`config.mk`:
```
export PLATFORM = sky130hd
export DESIGN_NAME = ifu_fetch_buf
export DESIGN_NICKNAME = d
export VERILOG_FILES = /design/src/rtl/ifu_fetch_buf.sv
export SDC_FILE = /design/constraint.sdc
export NUM_CORES = 1
export LEC_CHECK = 0
export BUFFER_PORTS_ARGS = -buffer_cell sky130_fd_sc_hd__buf_2
export CAP_MARGIN = 30
export CORE_UTILIZATION = 38
export CTS_CLUSTER_DIAMETER = 200
export DETAILED_ROUTE_END_ITERATION = 8
export PLACE_DENSITY = 0.65
export SETUP_SLACK_MARGIN = 0.3
export SLEW_MARGIN = 20
export SYNTH_ARGS = -nofsm -noshare
export SYNTH_HDL_FRONTEND = slang
export SYNTH_SLANG_ARGS = --single-unit
```
`constraint.sdc`:
```
create_clock -name clk -period 22.7 [get_ports clk]
set_input_delay 1.135 -clock clk [delete_from_list [all_inputs] [get_ports clk]]
set_output_delay 1.135 -clock clk [all_outputs]
set_load 0.02 [all_outputs]
```
`src/rtl/ifu_fetch_buf.sv`:
```
// ifu_fetch_buf: registered instruction fetch engine with one outstanding memory request and a DEPTH-entry {pc, inst} queue.
// Define IFU_LINE_REUSE_EN to serve further slots of the last fetched word without a new memory request.
module ifu_fetch_buf #(
    parameter int ADDR_W = 64,
    parameter int DATA_W = 64,
    parameter int INST_W = 32,
    parameter int DEPTH = 4,
    parameter logic [ADDR_W-1:0] RESET_PC = 64'h8000_0000
) (
    input  logic              clk,
    input  logic              reset,
    input  logic              redirect_valid,
    input  logic [ADDR_W-1:0] redirect_pc,
    output logic              mem_req_valid,
    input  logic              mem_req_ready,
    output logic [ADDR_W-1:0] mem_req_addr,
    input  logic              mem_resp_valid,
    input  logic [DATA_W-1:0] mem_resp_data,
    output logic              inst_valid,
    input  logic              inst_ready,
    output logic [INST_W-1:0] inst,
    output logic [ADDR_W-1:0] inst_pc,
    output logic              halt
);
    localparam int NSLOT = DATA_W / INST_W;
    localparam int SLOT_W = NSLOT > 1 ? $clog2(NSLOT) : 1;
    localparam int ILSB = $clog2(INST_W / 8);
    localparam int PTR_W = $clog2(DEPTH);
    localparam logic [ADDR_W-1:0] OFF_MASK = ADDR_W'(DATA_W / 8 - 1);
    localparam logic [ADDR_W-1:0] INST_B = ADDR_W'(INST_W / 8);
    localparam logic [PTR_W:0] FULL = (PTR_W+1)'(DEPTH);

    typedef enum logic [1:0] {IDLE, REQ, WAIT, HALT} state_t;

    state_t state, nstate;
    logic [ADDR_W-1:0] pc, pc_aligned, req_addr;
    logic drop, rd, req_v, push, pop;
    logic [INST_W-1:0] push_inst;
    logic [PTR_W:0] count;
    logic [PTR_W-1:0] wptr, rptr;
    logic [ADDR_W-1:0] q_pc [DEPTH];
    logic [INST_W-1:0] q_inst [DEPTH];
`ifdef IFU_LINE_REUSE_EN
    logic line_valid;
    logic [ADDR_W-1:0] line_addr;
    logic [DATA_W-1:0] line_data;
`endif

    function automatic logic [INST_W-1:0] slot(input logic [DATA_W-1:0] d, input logic [ADDR_W-1:0] a);
        logic [NSLOT-1:0][INST_W-1:0] w;
        w = d;
        return NSLOT > 1 ? w[SLOT_W'(a >> ILSB)] : w[0];
    endfunction

    assign inst_valid = count != '0;
    assign inst = inst_valid ? q_inst[rptr] : '0;
    assign inst_pc = inst_valid ? q_pc[rptr] : '0;
    assign halt = state == HALT;
    assign mem_req_valid = reset && req_v;
    assign mem_req_addr = state == REQ ? req_addr : pc_aligned;
    assign pop = inst_valid && inst_ready && !rd;

    // A redirect in IDLE suppresses the request so no stale address ever leaves the block.
    always_comb begin
        rd = redirect_valid && state != HALT;
        pc_aligned = pc & ~OFF_MASK;
        nstate = state;
        req_v = 1'b0;
        push = 1'b0;
        push_inst = slot(mem_resp_data, pc);
        case (state)
            IDLE: if (!rd) begin
                if (pc == '0) nstate = HALT;
                else if (count < FULL) begin
`ifdef IFU_LINE_REUSE_EN
                    if (line_valid && line_addr == pc_aligned) begin
                        push = 1'b1;
                        push_inst = slot(line_data, pc);
                    end else
`endif
                    begin
                        req_v = 1'b1;
                        nstate = mem_req_ready ? WAIT : REQ;
                    end
                end
            end
            REQ: begin
                req_v = 1'b1;
                if (mem_req_ready) nstate = WAIT;
            end
            WAIT: if (mem_resp_valid) begin
                nstate = IDLE;
                push = !rd && !drop;
            end
            default: ;
        endcase
    end

    always_ff @(posedge clk or negedge reset) begin
        if (!reset) begin
            state <= IDLE;
            pc <= RESET_PC;
            req_addr <= '0;
            drop <= 1'b0;
            count <= '0;
            wptr <= '0;
            rptr <= '0;
        end else begin
            state <= nstate;
            pc <= rd ? redirect_pc : push ? pc + INST_B : pc;
            if (state == IDLE) req_addr <= pc_aligned;
            drop <= (state == WAIT && mem_resp_valid) ? 1'b0 : (rd && (state == REQ || state == WAIT)) ? 1'b1 : drop;
            wptr <= rd ? '0 : wptr + PTR_W'(push);
            rptr <= rd ? '0 : rptr + PTR_W'(pop);
            count <= rd ? '0 : count + (PTR_W+1)'(push) - (PTR_W+1)'(pop);
        end
    end

    always_ff @(posedge clk) begin
        if (push) begin
            q_pc[wptr] <= pc;
            q_inst[wptr] <= push_inst;
        end
    end

`ifdef IFU_LINE_REUSE_EN
    always_ff @(posedge clk or negedge reset) begin
        if (!reset) begin
            line_valid <= 1'b0;
            line_addr <= '0;
            line_data <= '0;
        end else if (rd) begin
            line_valid <= 1'b0;
        end else if (state == WAIT && push) begin
            line_valid <= 1'b1;
            line_addr <= req_addr;
            line_data <= mem_resp_data;
        end
    end
`endif
endmodule

```
Word level (Yosys, flattened, before mapping)

Memory sizes are Yosys's and may differ from the RTL's.
Cells that the tools add are included.

Reduce and logical (&&, ||, !) cells: 17
Order comparisons: 2
$add $sub $neg: 5
Multiplexer cells: 27
Equality and inequality tests: 8

Operator list:

| kind                                                | count |
|---|---|
| 2-to-1 mux 64 bit                                   | 4 |
| 2-to-1 mux 32 bit                                   | 3 |
| adder 64 x 3 -> 64 bit, second input constant       | 1 |
| logical NOT 64 bit                                  | 1 |
| 2-to-1 mux 2 bit                                    | 8 |
| 2-to-1 mux 1 bit                                    | 9 |
| inequality test 2 bit, second input constant        | 4 |
| logical AND 1 bit                                   | 7 |
| case mux 2 bit (3 select lines)                     | 1 |
| nonzero test 3 bit                                  | 2 |
| AND reduction 5 bit                                 | 1 |
| adder 2 x 1 -> 2 bit                                | 2 |
| equality test 2 bit, second input constant          | 2 |
| nonzero test 2 bit                                  | 2 |
| adder 3 x 1 -> 3 bit                                | 1 |
| < comparator 3 bit, second input constant           | 1 |
| 2-to-1 mux 3 bit                                    | 1 |
| inequality test 3 bit, second input constant        | 1 |
| subtractor 3 x 1 -> 3 bit                           | 1 |
| equality test 2 x 1 -> 1 bit, second input constant | 1 |
| logical NOT 1 bit                                   | 2 |
| logical NOT 2 bit                                   | 1 |
| < comparator 1 x 2 -> 1 bit, second input constant  | 1 |
| case mux 1 bit (2 select lines)                     | 1 |
| logical OR 1 bit                                    | 1 |

Output and inout port bits: 163
Bits in writable memories: 384
Memories: 2
Input port bits: 134
Register bits: 135

Memories:

| memory | depth | bits a word | read ports | clocked after memory_dff | write ports | line | text |
|---|---|---|---|---|---|---|---|
| q_pc   | 4     | 64          | 1          | 0                        | 1           | 41   | `logic [ADDR_W-1:0] q_pc [DEPTH];` |
| q_inst | 4     | 32          | 1          | 0                        | 1           | 42   | `logic [INST_W-1:0] q_inst [DEPTH];` |

Longest topological paths before layout

Gate-level depths: netlist (run 1).

Word-level depth: 9
Mapped depth: 12
Depth with buffers taken out: 11

Least setup slack after synthesis (run 1)

OpenSTA, ideal clock, no wires.

Path type: input -> register
Start point: input port mem_resp_valid
End point: memory q_inst[1][0], enable pin
Required time: 22.012 ns
Slack: 13.426 ns
Library setup time: 0.688 ns
Stages on the path: 4
Buffers on the path: 1
Data arrival time: 8.586 ns
Cell sequence: and3b_1 clkbuf_1 nand2_1 nor3b_1

Cells in the longest elaborated chain, start to end: 4

RTL lines:

| element                                | line | text |
|---|---|---|
| from (decl)                            | 17   | `input logic mem_resp_valid,` |
| 2-to-1 mux 1 bit                       | 91   | `WAIT: if (mem_resp_valid) begin` |
| 2-to-1 mux 1 bit                       | 71   | `case (state)` |
| 2-to-1 mux 1 bit                       | 120  | `if (push) begin` |
| 2-to-1 mux 1 bit (not written as such) | 122  | `q_inst[wptr] <= push_inst;` |
| to (decl)                              | 42   |  |

No other way between the ends.

Worst setup path after layout (run 1)

Start point: register pc[56]
End point: output port mem_req_valid

Cells in the longest elaborated chain, start to end: 5

RTL lines:

| element                         | line | text |
|---|---|---|
| from (decl)                     | 36   | `logic [ADDR_W-1:0] pc, pc_aligned, req_addr;` |
| from (signal assigned)          | 110  | `pc <= rd ? redirect_pc : push ? pc + INST_B : pc;` |
| logical NOT 64 bit              | 73   | `if (pc == '0) nstate = HALT;` |
| 2-to-1 mux 1 bit                | 73   |  |
| 2-to-1 mux 1 bit                | 72   | `IDLE: if (!rd) begin` |
| case mux 1 bit (2 select lines) | 71   |  |
| logical AND 1 bit               | 59   | `assign mem_req_valid = reset && req_v;` |
| to (decl)                       | 14   | `output logic mem_req_valid,` |

No other way between the ends.

==> impl_metrics.yaml, run 1 <==
outcome:
  outcome: "finished, final reports clean"
sta:
  hold_viol_final: 0
  worst_hold_slack_ps: 502
  worst_slack_ps: 18330
  maxSlewViolCount: 0
  slew_headroom: 0.347
  tns_ps: 0
  grt_setup_unrepaired: "no"
  setup_viol: 0
  fin_crit_sh: 0.193
  max_freq_mhz: 229
  layout_min_cycle_time_ps: 4370
  tightest_slew_ps: 980
  final.setup_skew_ps: 23.9
drt:
  drt-pass1-iter-count: 5
  drt.antenna.violating_nets: 0
  remaining_drc_errors: 0
  drtIter0Drc: 873
  post_drt_wl_per_cell_um: 23.0
  viasPerCell: 5.45
  vias: 13600
  wl_um: 57300
finish:
  num-fill-cells: 5091
  nets: 1834
  seq_area_um2: 14900
  layout-drive-gt1-share: 0.383
  multi_input_area_um2: 7100
  layout.cells.non_filler: 2497
  syn_to_final_growth_pct: 18.6
worst_setup_path:
  worstPathArrival_ps: 3240
  worstPathMaxFanout: 13
  worst_path_max_delay_cell: "nor4_1"
  critPathKind: "reg2out"
  crit_family: "simple AND/OR/NAND/NOR gates"
  crit_path_start_kind: "flip-flop"
  critPathBufInv: 1
  cp.required_ps: 21570
  cp-end-kind: "output port"
  worstPathCellList: "nor4_1, nand4_1, nor4_1, nor4b_1, o21a_1, buf_2"
  cp_common_cell: "nor4_1"
  cpPeakStageDelay_ps: 700
floorplanning:
  rows: 88
  die_y_um: 245
  core_area_um2: 57900
  start_util: 0.386
  die_area_um2: 59900
  io_pins: 297
  die_x_um: 245
yosys:
  ys_seq_area_frac: 0.666
  synthArstFlopShare: 0.260
  synth_cells: 1408
  yosys-top-cells-area: "edfxtp_1, dfrtp_1, mux4_2"
  synth_edf_count: 384
  synth_seq_cells: 519
  synth_cell_type_count: 53
  syn_area_um2: 22400
  syn_area_per_cell_um2: 15.9
  synth_top_area_frac: 0.515
  synth_top_flop_cell: "edfxtp_1"
  synth.largest_area_cell: "edfxtp_1"
  ys_warn_count: 0
min_path:
  hp-class: "reg2reg"
cts:
  clockBufferDepth: 3
  clk_pin_slew_worst_paths_ps: 60
  cts-root-buf: "clkbuf_16"
  cts-buffers-inserted: 53
  cts_num_sinks: 519
  cts_tree: "done"
  htreeDepth: 2
  cts_resized: 0
  postCtsSetupBuffers: 0
  hold_buffers: 0
  clk_latency_ps: 590
place:
  port_buffers: 293
  gp_congestion: 0.849
  placedCellCount: 2396
  dpl.hpwl_um: 37900
  place_ws_ps: 18180
power_and_ir_drop:
  total_leakage_power_nw: 9.46
  p_per_area_nw_per_um2: 122
  power.total_mw: 3.23
  peakVddDrop_uv: 77.7
grt:
  grt_max_degree: 99
  antenna_found_initial: 3
  grt-ovfl-total: 0
  grt_pass1_wl_um: 85900
  grt_pass1_vias: 13700
  grt_usage: 0.191
run:
  drv_cap: 0
## final timing paths
kind                              start            end  slack [ps]  cells after the start
setup reg to reg               state[0]    q_pc[2][41]       18690                      9
max in group asynchronous         reset         pc[31]       20980                      3
setup / recovery                 pc[56]  mem_req_valid       18330                      6
hold / removal             req_addr[58]   req_addr[58]         500                      1
min in group asynchronous         reset   req_addr[49]         540                      1
hold reg to reg            req_addr[58]   req_addr[58]         500                      1
## logic make-up (layout without fill, tap and decap cells)
kind of cell / count (synthesis) / count (layout) / share of synthesized area
compound gates: 107 / 107 / 0.0287
other cells: 1 / 5 / 0.000168
flops: 519 / 519 / 0.666
fa+ha+maj: 12 / 12 / 0.00704
buf+inv: 106 / 426 / 0.0189
mux: 249 / 249 / 0.173
simple gates: 389 / 389 / 0.0961
xor+xnor: 25 / 25 / 0.00978
## layout by cell type, fill, tap and decap left out, types with 24 or more instances in the layout
cell and n:
a31oi_1 26, and2_1 99, buf_2 292, clkbuf_16 53
dfrtp_1 131, edfxtp_1 384, mux2_2 147, mux4_2 96
nand2_1 80, nand3_1 28, nand4_1 37, nor2_1 46
nor4_1 24, o21ai_0 48
## state kept, by name (all words and copies together) (netlist names)
signal and cells:
pc 64, rptr 2, req_addr 61, state 2, q_inst 128, count 3
drop 1, q_pc 256, wptr 2
## Yosys cell counts, drive strengths merged (2+ instances only)
cell type  number
a21o            3
a21oi           7
a31oi          26
and2           99
and3            7
buf            21
clkbuf         69
dfrtp         134
edfxtp        384
ha             11
inv            15
mux2          147
mux2i           6
mux4           96
nand2          80
nand2b          4
nand3          28
nand4          38
nor2           47
nor2b           2
nor3           15
nor4           28
nor4b           4
o211ai          7
o21ai          48
o2bb2ai         2
o311ai          3
o31ai           7
or3            23
or4             8
xnor2          13
xor2           12
## through the flow
step	cell area, µm²	util
6_report	26500	0.458
5_1_grt	26500	0.458
4_1_cts	26500	0.457
3_5_place_dp	24700	0.427
3_3_place_gp	24600	0.425
2_1_floorplan	22400	-
## layout make-up
type                            instances  area share
Antenna cell                            2    0.000189
Multi-Input combinational cell        785       0.267
Clock inverter                         35      0.0149
Clock buffer                           62      0.0524
Inverter                               16     0.00226
Tap cell                              765      0.0361
Sequential cell                       519       0.562
Timing Repair Buffer                  313      0.0648
## power by group
part           internal [mW]  switching [mW]  total (mW)  leakage [nW]
clock                  0.529           0.364       0.893         0.861
sequential              1.16           0.156        1.32          5.04
combinational          0.439           0.580        1.02          3.55
## worst register-to-register path, delay by kind of cell, from the launching register on
kind                     cells  cell delay, ps
AND/OR/NAND/NOR              4             630
flip-flops                   1             420
buffers and inverters        4            2210
adder cells (fa/ha/maj)      1             300
## metal layers
layer | share of wire | track usage
met2 | 0.46 | 0.297
met3 | 0.059 | 0.0314
met4 | 0.027 | 0.0597
met1 | 0.45 | 0.274
met5 | 0 | 0
No activity file was read; power rests on OpenSTA's default activity.
==> run 2, diff against run 1 <==
- PLACE_DENSITY: 0.65 -> 0.68
- clock period: 22.7 -> 3.6 ns (I/O delays scaled with it)
==> run 2 against run 1 <==
Via count is 5.3% higher. Clock skew about the same. Sequential power grew to 6.2 times the previous value. First-iteration DRC count is 40% higher. Setup slack lost 18000 ps. Register-to-register slack lost 18000 ps. Routed wire length is 4.2% higher. Power grew to 6.4 times the previous value. Combinational power rose to 6.8 times the previous value. Die area is the same. Clock power grew to 6.3 times the previous value. Count of clock-buffer cells in the layout increased by 7.
==> impl_metrics.yaml, run 2 (synthesized netlist as in run 1, its figures left out) <==
worst_setup_path:
  r2r_cells: 5
  reg2reg_from: "pc[12]"
  r2r-end: "pc[55]"
  worstPathMaxFanout: 11
  cp.required_ps: 3420
  r2r_slack_ps: 600
  crit_path_start_kind: "flip-flop"
  cp-end-kind: "output port"
  worstPathArrival_ps: 2980
  critPathKind: "reg2out"
grt:
  antenna_found_initial: 3
  grt_pass1_vias: 14300
  busiest_layer: "met2"
  grt_pass1_wl_um: 88700
  grt_util_met2: 0.316
  grt.met3_usage: 0.0378
  grt_usage: 0.197
  grt-ovfl-total: 0
  grtUsageMet1: 0.268
  grt_max_degree: 98
finish:
  seq_area_um2: 14900
  largest_reg_flops: 256
  most-common-layout-cells: "edfxtp_1, buf_2, mux2_2, dfrtp_1, dlygate4sd3_1"
  layout-drive-gt1-share: 0.361
  nets: 1981
  multi_input_area_um2: 7150
  syn_to_final_growth_pct: 25.3
  reg_top3: "q_pc x256, q_inst x128, pc x64"
  final_common_cell: "edfxtp_1"
  final_core_util: 0.484
  largest_register: "q_pc"
  layout.cells.non_filler: 2645
  num-fill-cells: 4941
cts:
  cts_tree: "done"
  postCtsSetupBuffers: 0
  clk_pin_slew_worst_paths_ps: 60
  clockBufferDepth: 3
  cts-buffers-inserted: 53
  cts-root-buf: "clkbuf_16"
  htreeDepth: 2
  cts_num_sinks: 519
  clk_latency_ps: 600
floorplanning:
  die_x_um: 245
  die_area_um2: 59900
  io_pins: 297
  start_util: 0.386
  die_y_um: 245
  core_area_um2: 57900
  rows: 88
drt:
  drtIter0Drc: 1220
  viasPerCell: 5.41
  remaining_drc_errors: 0
  wl_um: 59700
  drt.antenna.violating_nets: 0
  drt-pass1-iter-count: 6
  post_drt_wl_per_cell_um: 22.6
  vias: 14300
run:
  drv_cap: 0
sta:
  tightest_slew_ps: 737
  hold_viol_final: 0
  max_freq_mhz: 316
  slew_headroom: 0.509
  fin_crit_sh: 0.878
  layout_min_cycle_time_ps: 3160
  final.setup_skew_ps: 24.0
  setup_viol: 0
  maxSlewViolCount: 0
  worst_hold_slack_ps: 74.1
  grt_setup_unrepaired: "no"
place:
  placedCellCount: 2413
  port_buffers: 293
  dpl.hpwl_um: 39000
  gp_congestion: 0.947
outcome:
  outcome: "finished, final reports clean"
power_and_ir_drop:
  peakVddDrop_uv: 368
  total_leakage_power_nw: 10.1
  p_per_area_nw_per_um2: 741
min_path:
  hp-class: "in2async"
==> run 2: cell types whose count changed in the layout (fill, tap and decap cells not counted), sizes merged <==
| cell | delta |
|---|---|
| buf | +16 |
| bufinv | -1 |
| clkbuf | +7 |
| clkinv | -1 |
| clkinvlp | -7 |
| diode | -1 |
| dlygate4sd3 | +131 |
| inv | +4 |
==> run 2: what timing repair did <==
action,CTS,global route
endpoints found under the setup margin,1,0
hold buffers,131,0
resized for setup,4,0
hold endpoints to repair,237,0
==> run 2: worst max-delay path by stage <==
stage                     startpoint       endpoint  slack [ps]  cells after the start
after CTS                      pc[3]  mem_req_valid         400                      8
after floorplan             state[0]   q_inst[1][0]        -360                      6
after global placement         pc[3]  mem_req_valid         370                      8
final                         pc[47]  mem_req_valid         440                      6
after global routing           pc[3]  mem_req_valid         350                      8
after detailed placement       pc[3]  mem_req_valid         340                      8
==> run 2: layer usage <==
layer  vias to the layer above  wire (µm)  part of all wire
li1                       6295          -                 -
met1                      7264      25400              0.42
met2                       618      28000              0.47
met3                       140       4100             0.069
met4                         4       2210             0.037
met5                         -         34           0.00057
==> run 2: layout make-up <==
cell class                      instances  share of cell area
Antenna cell                            1           0.0000892
Clock buffer                           69              0.0512
Clock inverter                         30              0.0120
Inverter                               16             0.00214
Multi-Input combinational cell        785               0.255
Sequential cell                       519               0.532
Tap cell                              765              0.0341
Timing Repair Buffer                  460               0.113
==> run 2: report_power, final <==
part	switching, mW	total [mW]	internal [mW]
registers	0.873	8.22	7.34
logic	3.97	6.96	2.98
clock network	2.29	5.60	3.31
==> run 2: stage by stage <==
| stage | power, mW | cell area, µm² | setup TNS [ps] | worst slack, ps |
|---|---|---|---|---|
| after floorplan | 12.5 | 22400 | -51320 | -357 |
| after global placement | 14.9 | 24900 | 0 | 371 |
| after detailed placement | 15.1 | 24900 | 0 | 336 |
| after CTS | 20.9 | 28000 | 0 | 401 |
| after global routing | 21.7 | 28000 | 0 | 346 |
| final | 20.8 | 28000 | 0 | 438 |
==> run 2: critical path, stage by stage, from the launching register on <==
cell and delay, ps:
dfrtp_1 500, nor4_1 680, nand4_1 290, nor4_4 440
nor4b_1 100, o21a_1 210, buf_2 160
